`src/rtl/mem_port_arbiter.sv`:
```
// Memory port arbiter: shares one memory port between instruction fetch and
// load/store traffic, data first, one outstanding transaction at a time.
package mem_port_arbiter_pkg;
  parameter int cDataWidth  = 32;
  parameter int cRegSelBitW = 5;

  typedef struct packed {
    logic                   read;
    logic                   write;
    logic [cDataWidth-1:0]  addr;
    logic [cDataWidth-1:0]  data;
    logic [2:0]             opType;
    logic [cRegSelBitW-1:0] rdAddr;
  } tMemOp;

  typedef struct packed {
    logic                   dv;
    logic [cRegSelBitW-1:0] addr;
    logic [cDataWidth-1:0]  data;
  } tRegOp;
endpackage

module mem_port_arbiter
  import mem_port_arbiter_pkg::*;
(
  input  logic        iClk,
  input  logic        iRstN,
  input  logic        iFetchReq,
  input  logic [31:0] iFetchAddr,
  output logic        oFetchGnt,
  output logic        oFetchDv,
  output logic [31:0] oFetchData,
  input  logic        iFlush,
  input  tMemOp       iMemOp,
  output logic        oDataGnt,
  output logic        oMisalign,
  output tRegOp       oRegOp,
  output logic        oMemReq,
  output logic        oMemWe,
  output logic [31:0] oMemAddr,
  output logic [31:0] oMemWData,
  output logic [3:0]  oMemBe,
  input  logic        iMemAck,
  input  logic [31:0] iMemRData
);

  typedef enum logic [1:0] {IDLE, FETCH_WAIT, LOAD_WAIT, STORE_WAIT} tState;

  tState       r_state;
  logic        r_drop;
  logic        r_mem_req;
  logic        r_mem_we;
  logic [31:0] r_mem_addr;
  logic [31:0] r_mem_wdata;
  logic [3:0]  r_mem_be;
  logic [2:0]  r_op;
  logic [1:0]  r_addr_lo;
  logic [4:0]  r_rd_addr;
  logic        r_fetch_dv;
  logic [31:0] r_fetch_data;
  logic        r_misalign;
  tRegOp       r_reg_op;

  logic        w_data_req;
  logic        w_idle;
  logic        w_half;
  logic        w_misalign;
  logic [3:0]  w_be;
  logic [31:0] w_wdata;
  logic [31:0] w_lane;
  logic [31:0] w_load_data;
  logic        w_unused;

  assign w_unused   = ^iFetchAddr[1:0];
  assign w_data_req = iMemOp.read | iMemOp.write;
  assign w_idle     = (r_state == IDLE);
  assign oDataGnt   = w_idle & w_data_req;
  assign oFetchGnt  = w_idle & ~w_data_req & iFetchReq;

  assign w_half     = (iMemOp.opType == 3'b001) | (iMemOp.opType == 3'b101);
  assign w_misalign = (w_half & iMemOp.addr[0]) |
                      ((iMemOp.opType == 3'b010) & (|iMemOp.addr[1:0]));
  assign w_wdata    = iMemOp.data << {iMemOp.addr[1:0], 3'b000};
  assign w_lane     = iMemRData >> {r_addr_lo, 3'b000};

  always_comb begin
    w_be = 4'b1111;
    case (iMemOp.opType)
      3'b000, 3'b100: w_be = 4'b0001 << iMemOp.addr[1:0];
      3'b001, 3'b101: w_be = 4'b0011 << iMemOp.addr[1:0];
      default:        w_be = 4'b1111;
    endcase
  end

  // Unlisted opTypes behave as a full-word access.
  always_comb begin
    w_load_data = iMemRData;
    case (r_op)
      3'b000:  w_load_data = {{24{w_lane[7]}}, w_lane[7:0]};
      3'b100:  w_load_data = {24'h0, w_lane[7:0]};
      3'b001:  w_load_data = {{16{w_lane[15]}}, w_lane[15:0]};
      3'b101:  w_load_data = {16'h0, w_lane[15:0]};
      default: w_load_data = iMemRData;
    endcase
  end

  always_ff @(posedge iClk or negedge iRstN) begin
    if (!iRstN) begin
      r_state      <= IDLE;
      r_drop       <= 1'b0;
      r_mem_req    <= 1'b0;
      r_mem_we     <= 1'b0;
      r_mem_addr   <= '0;
      r_mem_wdata  <= '0;
      r_mem_be     <= '0;
      r_op         <= '0;
      r_addr_lo    <= '0;
      r_rd_addr    <= '0;
      r_fetch_dv   <= 1'b0;
      r_fetch_data <= '0;
      r_misalign   <= 1'b0;
      r_reg_op     <= '0;
    end else begin
      r_fetch_dv  <= 1'b0;
      r_misalign  <= 1'b0;
      r_reg_op.dv <= 1'b0;
      case (r_state)
        IDLE: begin
          if (w_data_req) begin
            if (w_misalign) begin
              r_misalign <= 1'b1;
            end else begin
              r_mem_req   <= 1'b1;
              r_mem_we    <= ~iMemOp.read;
              r_mem_addr  <= {iMemOp.addr[31:2], 2'b00};
              r_mem_wdata <= w_wdata;
              r_mem_be    <= w_be;
              r_op        <= iMemOp.opType;
              r_addr_lo   <= iMemOp.addr[1:0];
              r_rd_addr   <= iMemOp.rdAddr;
              r_state     <= iMemOp.read ? LOAD_WAIT : STORE_WAIT;
            end
          end else if (iFetchReq) begin
            r_mem_req   <= 1'b1;
            r_mem_we    <= 1'b0;
            r_mem_addr  <= {iFetchAddr[31:2], 2'b00};
            r_mem_wdata <= '0;
            r_mem_be    <= 4'b1111;
            r_drop      <= 1'b0;
            r_state     <= FETCH_WAIT;
          end
        end
        FETCH_WAIT: begin
          if (iMemAck) begin
            r_mem_req <= 1'b0;
            r_drop    <= 1'b0;
            r_state   <= IDLE;
            // A flush in the ack cycle itself also kills the response.
            if (!r_drop && !iFlush) begin
              r_fetch_dv   <= 1'b1;
              r_fetch_data <= iMemRData;
            end
          end else if (iFlush) begin
            r_drop <= 1'b1;
          end
        end
        LOAD_WAIT: begin
          if (iMemAck) begin
            r_mem_req     <= 1'b0;
            r_state       <= IDLE;
            r_reg_op.dv   <= |r_rd_addr;
            r_reg_op.addr <= r_rd_addr;
            r_reg_op.data <= w_load_data;
          end
        end
        STORE_WAIT: begin
          if (iMemAck) begin
            r_mem_req <= 1'b0;
            r_state   <= IDLE;
          end
        end
        default: r_state <= IDLE;
      endcase
    end
  end

  assign oMemReq    = r_mem_req;
  assign oMemWe     = r_mem_we;
  assign oMemAddr   = r_mem_addr;
  assign oMemWData  = r_mem_wdata;
  assign oMemBe     = r_mem_be;
  assign oFetchDv   = r_fetch_dv;
  assign oFetchData = r_fetch_data;
  assign oMisalign  = r_misalign;
  assign oRegOp     = r_reg_op;

endmodule

```
`config.mk`:
```
export PLATFORM = sky130hd
export DESIGN_NAME = mem_port_arbiter
export DESIGN_NICKNAME = d
export VERILOG_FILES = /design/src/rtl/mem_port_arbiter.sv
export SDC_FILE = /design/constraint.sdc
export NUM_CORES = 1
export LEC_CHECK = 0
export BUFFER_PORTS_ARGS = -buffer_cell sky130_fd_sc_hd__buf_2
export CORE_MARGIN = 2
export CORE_UTILIZATION = 36
export DETAILED_ROUTE_END_ITERATION = 6
export PLACE_DENSITY = 0.68
export SYNTH_ARGS = -nofsm -noshare
export SYNTH_HDL_FRONTEND = slang
export SYNTH_SLANG_ARGS = --single-unit
```
`constraint.sdc`:
```
create_clock -name iClk -period 2.3 [get_ports iClk]
set_input_delay 0.115 -clock iClk [delete_from_list [all_inputs] [get_ports iClk]]
set_output_delay 0.115 -clock iClk [all_outputs]
set_load 0.005 [all_outputs]
```
==> results.toml, run 1 <==
[cells_and_area]
design_area_um2 = 10100
layout.nets = 1089
flow.area_growth_from_synthesis_pct = 37.6
drive_gt1_frac = 0.475
n_fill_cell = 1814
stdcell_count = 1229
diodes = 0
mostFrequentLayoutCells = "buf_2, dfrtp_1, mux2_2"
layout.cells.most_common = "buf_2"

[synth]
synth_async_sr_flop_share = 1.00
synth_largest_type_area_fraction = 0.524
synth-edff-count = 0
netlist.top_cell.by_area = "dfrtp_1"
yosys.cell_types.count = 41
mappedNetlistArea_um2 = 7310
yosys_warnings = 0
synth_area_per_cell_um2 = 11.7
synth_top_cells_by_area = "dfrtp_1, mux2_2, mux2i_1"
synth-seq-area-share = 0.524
yosys_register_bits = 153
syn_inst = 627
synth_ff_type = "dfrtp_1"

[drt]
vias = 6104
antenna_violating_nets_post_route = 0
drt-vias-per-instance = 4.97
wl_mm = 20.7
dr.pass1.iters = 4
post_drt_wl_per_cell_um = 16.9
drc = 0
initialDrtViolationCount = 258

[global_routing]
grt_pass1_wl_mm = 33.1
initial_antenna_violation_count = 0
largest_net_degree_at_the_start_of_global_routing = 82
grt.overflow.total = 0
grt_pass1_vias = 6191
grt_util_all_layers = 0.194

[power_and_ir_drop]
cellPowerDensity_nw_per_um2 = 1220
p_sw_frac = 0.350
clkPwrFrac = 0.231
internal_power_mw = 8.00
ir_worst_vdd_uv = 474
power.sequential.fraction = 0.385
switchingPower_mw = 4.30
p_leak_nw = 4.81
power.combinational.fraction = 0.384

[critical_path]
timing.critical_path.fanout_max = 11
cp_data_arrival_time_ns = 2.31
worst_setup_path_end_kind = "flop"
worst_setup_path_start_kind = "flop"
critPathRequiredTime_ns = 2.60
criticalPathCategory = "flop to flop"

[floorplan]
core_region_area_um2 = 20100
placement_rows = 52
die-width_um = 146
floorplan.initialDensity = 0.364
die_height_um = 146
design.die.area_um2 = 21500
ios = 287

[clocking]
clkSinkCount = 153
clock_path_buffers = 2
cts_tree = "built"
cts_buffers = 17
clkLatencyLatePin_ns = 0.42
clk_transition_reported_paths_ns = 0.06
postCtsSetupRepairBufs = 0
post_cts_hold_buffer_count = 40
cts-resized-gates = 0
cts_root_buf = "clkbuf_16"
clock_tree.htree_level_count = 4

[timing]
final_min_period_over_clock_period = 0.877
slew_headroom = 0.483
setup_tns_ns = 0
final_period_minus_worst_setup_slack_ns = 2.02
slew_viol_final = 0
hold_viol = 0
grt_setup_unrepaired = "no"
final.setup.worst_slack_ns = 0.282
finalSetupViolCount = 0
finalClockSkew_ns = 0.00615
max_clock_freq_mhz = 496
worst_max_slew_pin_slew_ns = 0.770

[placement]
weighted_congestion_reported_at_the_end_of_routability_driven_placement = 0.822
place_hpwl_mm = 14.8
detailed_place.area_um2 = 9060
dp.cells = 1157
port-buffer-count = 282
place_ws_ns = 0.293

[run]
cap_violations = 0

[min_path]
worst_hold_path_type = "input pin to flop"

[status]
status = "complete, no violations"
-- registers in the layout (all words and copies together) (netlist names) --
signal      cells
oFetchDv        1
r_state         2
oMemWe          1
r_op            3
oFetchData     32
r_addr_lo       2
oMemReq         1
oMemWData      32
oRegOp         38
r_rd_addr       5
oMemAddr       30
r_drop          1
oMisalign       1
oMemBe          4
-- critical path: stages (launching register included) --
cell and delay [ns]:
dfrtp_1 0.54, nor2_4 0.07, o21ai_1 0.35, inv_2 0.12, nand3_1 0.42, mux2_2 0.40
-- worst paths after layout --
| path | depth (start not counted) | slack (ns) | end | start |
|---|---|---|---|---|
| worst max-delay path | 5 | 0.28 | r_op[1] | r_state[0] |
| worst min-delay path | 2 | 0.02 | oFetchData[16] | iMemRData[16] |
| worst max register to register | 5 | 0.28 | r_op[1] | r_state[0] |
| worst min register to register | 2 | 0.47 | oRegOp[32] | oRegOp[32] |
| max in group asynchronous | 3 | 1.33 | oMemAddr[15] | iRstN |
| min in group asynchronous | 2 | 0.19 | oRegOp[34] | iRstN |
-- metal layers --
metal | wire, µm | part of all wire | global-route usage
met5 | 0 | 0 | 0
met2 | 10100 | 0.49 | 0.324
met1 | 8810 | 0.42 | 0.246
met3 | 1420 | 0.068 | 0.0519
met4 | 391 | 0.019 | 0.0641
-- power by group through the flow --
stage                     Clock (mW)  Combinational, mW  Sequential (mW)
after global routing            3.03               5.19             4.92
after detailed placement           0               4.71             4.77
after CTS                       2.92               4.76             4.74
final                           2.84               4.72             4.74
after floorplan                    0               2.58             4.73
after global placement             0               4.63             4.74
-- synth_stat cells, drive strengths merged, types with 5 or more instances --
| cell | count |
|---|---|
| o21ai | 36 |
| o211ai | 9 |
| o22ai | 32 |
| dfrtp | 153 |
| mux2i | 40 |
| nand2 | 47 |
| nand2b | 5 |
| or3 | 8 |
| a2bb2oi | 7 |
| inv | 11 |
| clkbuf | 17 |
| mux2 | 124 |
| buf | 26 |
| o2bb2ai | 7 |
| nor2 | 38 |
| a21oi | 38 |
-- final cells by class --
| class | count | area (µm²) | share of cell area |
|---|---|---|---|
| inverters | 11 | 41.3 | 0.00411 |
| multi-input cells | 421 | 3240 | 0.322 |
| repair buffers | 342 | 2020 | 0.201 |
| flip-flops and latches | 153 | 3830 | 0.381 |
| well taps | 270 | 338 | 0.0336 |
| clock inverters | 15 | 168 | 0.0167 |
| clock buffers | 17 | 425 | 0.0423 |
-- metrics by stage --
stage | util | power [mW] | hold WS [ns]
2_1_floorplan | - | 7.32 | -0.181
3_3_place_gp | 0.451 | 9.37 | 0.0583
3_5_place_dp | 0.451 | 9.48 | 0.0688
4_1_cts | 0.500 | 12.4 | 0.00117
5_1_grt | 0.500 | 13.1 | 0.00402
6_report | 0.500 | 12.3 | 0.0206
-- kinds of logic (layout without fill, tap and decap cells) --
family | count (synthesis) | after routing | synth area share
buffers and inverters | 54 | 385 | 0.0356
AND/OR/NAND/NOR | 121 | 121 | 0.0835
flip-flops | 153 | 153 | 0.524
multiplexers | 164 | 164 | 0.246
AO/OA/AOI/OAI | 134 | 134 | 0.111
other | 1 | 2 | 0.000513
No activity file was read; power rests on OpenSTA's default activity.
==> run 2, diff against run 1 <==
Settings changed: CELL_PAD_IN_SITES_DETAIL_PLACEMENT set to 1, CELL_PAD_IN_SITES_GLOBAL_PLACEMENT set to 1, PLACE_DENSITY 0.68 to 0.84.
==> results.toml, run 2 (synthesis results as in run 1) <==
[status]
status = "complete, no violations"

[clocking]
postCtsSetupRepairBufs = 0
cts_buffers = 17
clock_path_buffers = 2
cts_tree = "built"
clk_transition_reported_paths_ns = 0.06
clkLatencyLatePin_ns = 0.42
cts_root_buf = "clkbuf_16"
clock_tree.htree_level_count = 4
clkSinkCount = 153
cts-resized-gates = 0

[timing]
slew_headroom = 0.507
finalClockSkew_ns = 0.0128
final_period_minus_worst_setup_slack_ns = 2.00
setup_tns_ns = 0
hold_viol = 0
grt_setup_unrepaired = "no"
final_min_period_over_clock_period = 0.872
slew_viol_final = 0
worst_max_slew_pin_slew_ns = 0.734
finalSetupViolCount = 0
max_clock_freq_mhz = 499

[critical_path]
criticalPathCategory = "flop to flop"
r2r_setup_slack_ns = 0.30
cell_family_with_most_cp_delay = "compound AO/OA/AOI/OAI gates"
worstRegToRegCells = 3
worst_path_buf_inv = 0
critical_path.slowest_cell = "a211oi_2"
crit_path_cell_trace = "nand3b_1 > a211oi_2 > a21oi_1"
critPathRequiredTime_ns = 2.56
cp_data_arrival_time_ns = 2.27
worst_setup_path_start_kind = "flop"
timing.critical_path.slowest_cell_delay_ns = 0.68
worst_setup_path_end_kind = "flop"
worst-path-stages = 3
timing.critical_path.fanout_max = 14

[drt]
antenna_violating_nets_post_route = 0
wl_mm = 24.3
post_drt_wl_per_cell_um = 19.7
dr.pass1.iters = 4
drt-vias-per-instance = 5.18
vias = 6375
drc = 0
initialDrtViolationCount = 179

[floorplan]
placement_rows = 52
die-width_um = 146
design.die.area_um2 = 21500
floorplan.initialDensity = 0.364
die_height_um = 146
core_region_area_um2 = 20100
ios = 287

[power_and_ir_drop]
clkPwrFrac = 0.233
p_leak_nw = 4.82
cellPowerDensity_nw_per_um2 = 1250
internal_power_mw = 8.09
p_sw_frac = 0.360
power.sequential.fraction = 0.376
power.combinational.fraction = 0.391
switchingPower_mw = 4.55
ir_worst_vdd_uv = 557

[placement]
port-buffer-count = 282
detailed_place.area_um2 = 9090
weighted_congestion_reported_at_the_end_of_routability_driven_placement = 0.800
place_hpwl_mm = 17.7

[cells_and_area]
multi_input_area_um2 = 3240
layout.cells.most_common = "buf_2"
mostFrequentLayoutCells = "buf_2, dfrtp_1, mux2_2"
drive_gt1_frac = 0.478
design_area_um2 = 10100
layout.nets = 1088
seqCellArea_um2 = 3830
n_fill_cell = 2213
largest_register_ffs = 38
flow.area_growth_from_synthesis_pct = 37.9

[global_routing]
largest_net_degree_at_the_start_of_global_routing = 69
initial_antenna_violation_count = 3
grt.overflow.total = 0
grt_pass1_vias = 6919
grt_util_all_layers = 0.228
grt_pass1_wl_mm = 38.0

[min_path]
worst_hold_path_type = "input pin to flop"
holdPathStages = 2

[run]
cap_violations = 0
-- run 2: timing repair --
item / 4_1_cts / 5_1_grt
hold endpoints to repair: 101 / 0
setup endpoints to repair: 0 / 0
hold buffers: 37 / 0
-- run 2: area by class of cell --
class	instances	area share
diodes	3	0.000745
clock buffers	18	0.0436
clock inverters	14	0.0170
inverters	11	0.00410
multi-input cells	421	0.321
flip-flops and latches	153	0.380
well taps	270	0.0335
repair buffers	341	0.200
-- run 2: worst paths after layout --
check / startpoint / to
min in group asynchronous: iRstN / oFetchData[31]
max reg2reg: r_state[0] / oRegOp[8]
min reg2reg: oMemReq / oMemReq
max: r_state[0] / oRegOp[8]
min: iMemRData[13] / oFetchData[13]
max in group asynchronous: iRstN / oRegOp[37]
-- run 2: per-layer routing --
| layer | vias to the layer above | track usage | share of wire |
|---|---|---|---|
| met2 | 248 | 0.411 | 0.52 |
| met4 | 2 | 0.0806 | 0.022 |
| met1 | 3194 | 0.260 | 0.39 |
| met3 | 30 | 0.0609 | 0.064 |
| met5 | - | 0 | 0.00054 |
| li1 | 2901 | - | - |
-- run 2: metrics by stage --
| step | total power, mW | hold WS, ns | worst slack [ns] | util | cells |
|---|---|---|---|---|---|
| floorplan | 7.32 | -0.181 | 0.617 | - | 628 |
| global placement | 9.45 | 0.166 | 0.367 | 0.452 | 1159 |
| detailed placement | 9.70 | 0.163 | 0.330 | 0.452 | 1159 |
| CTS | 12.7 | 0.000671 | 0.322 | 0.501 | 1228 |
| global route | 13.4 | 0.000579 | 0.152 | 0.501 | 1229 |
| finish | 12.6 | 0.0201 | 0.295 | 0.501 | 1231 |
-- run 2: power by group through the flow --
stage	Sequential (mW)	Combinational, mW	Clock (mW)
final	4.76	4.94	2.94
after global routing	4.92	5.39	3.11
after CTS	4.76	4.98	3.01
after detailed placement	4.79	4.91	0
after global placement	4.72	4.74	0
after floorplan	4.73	2.58	0
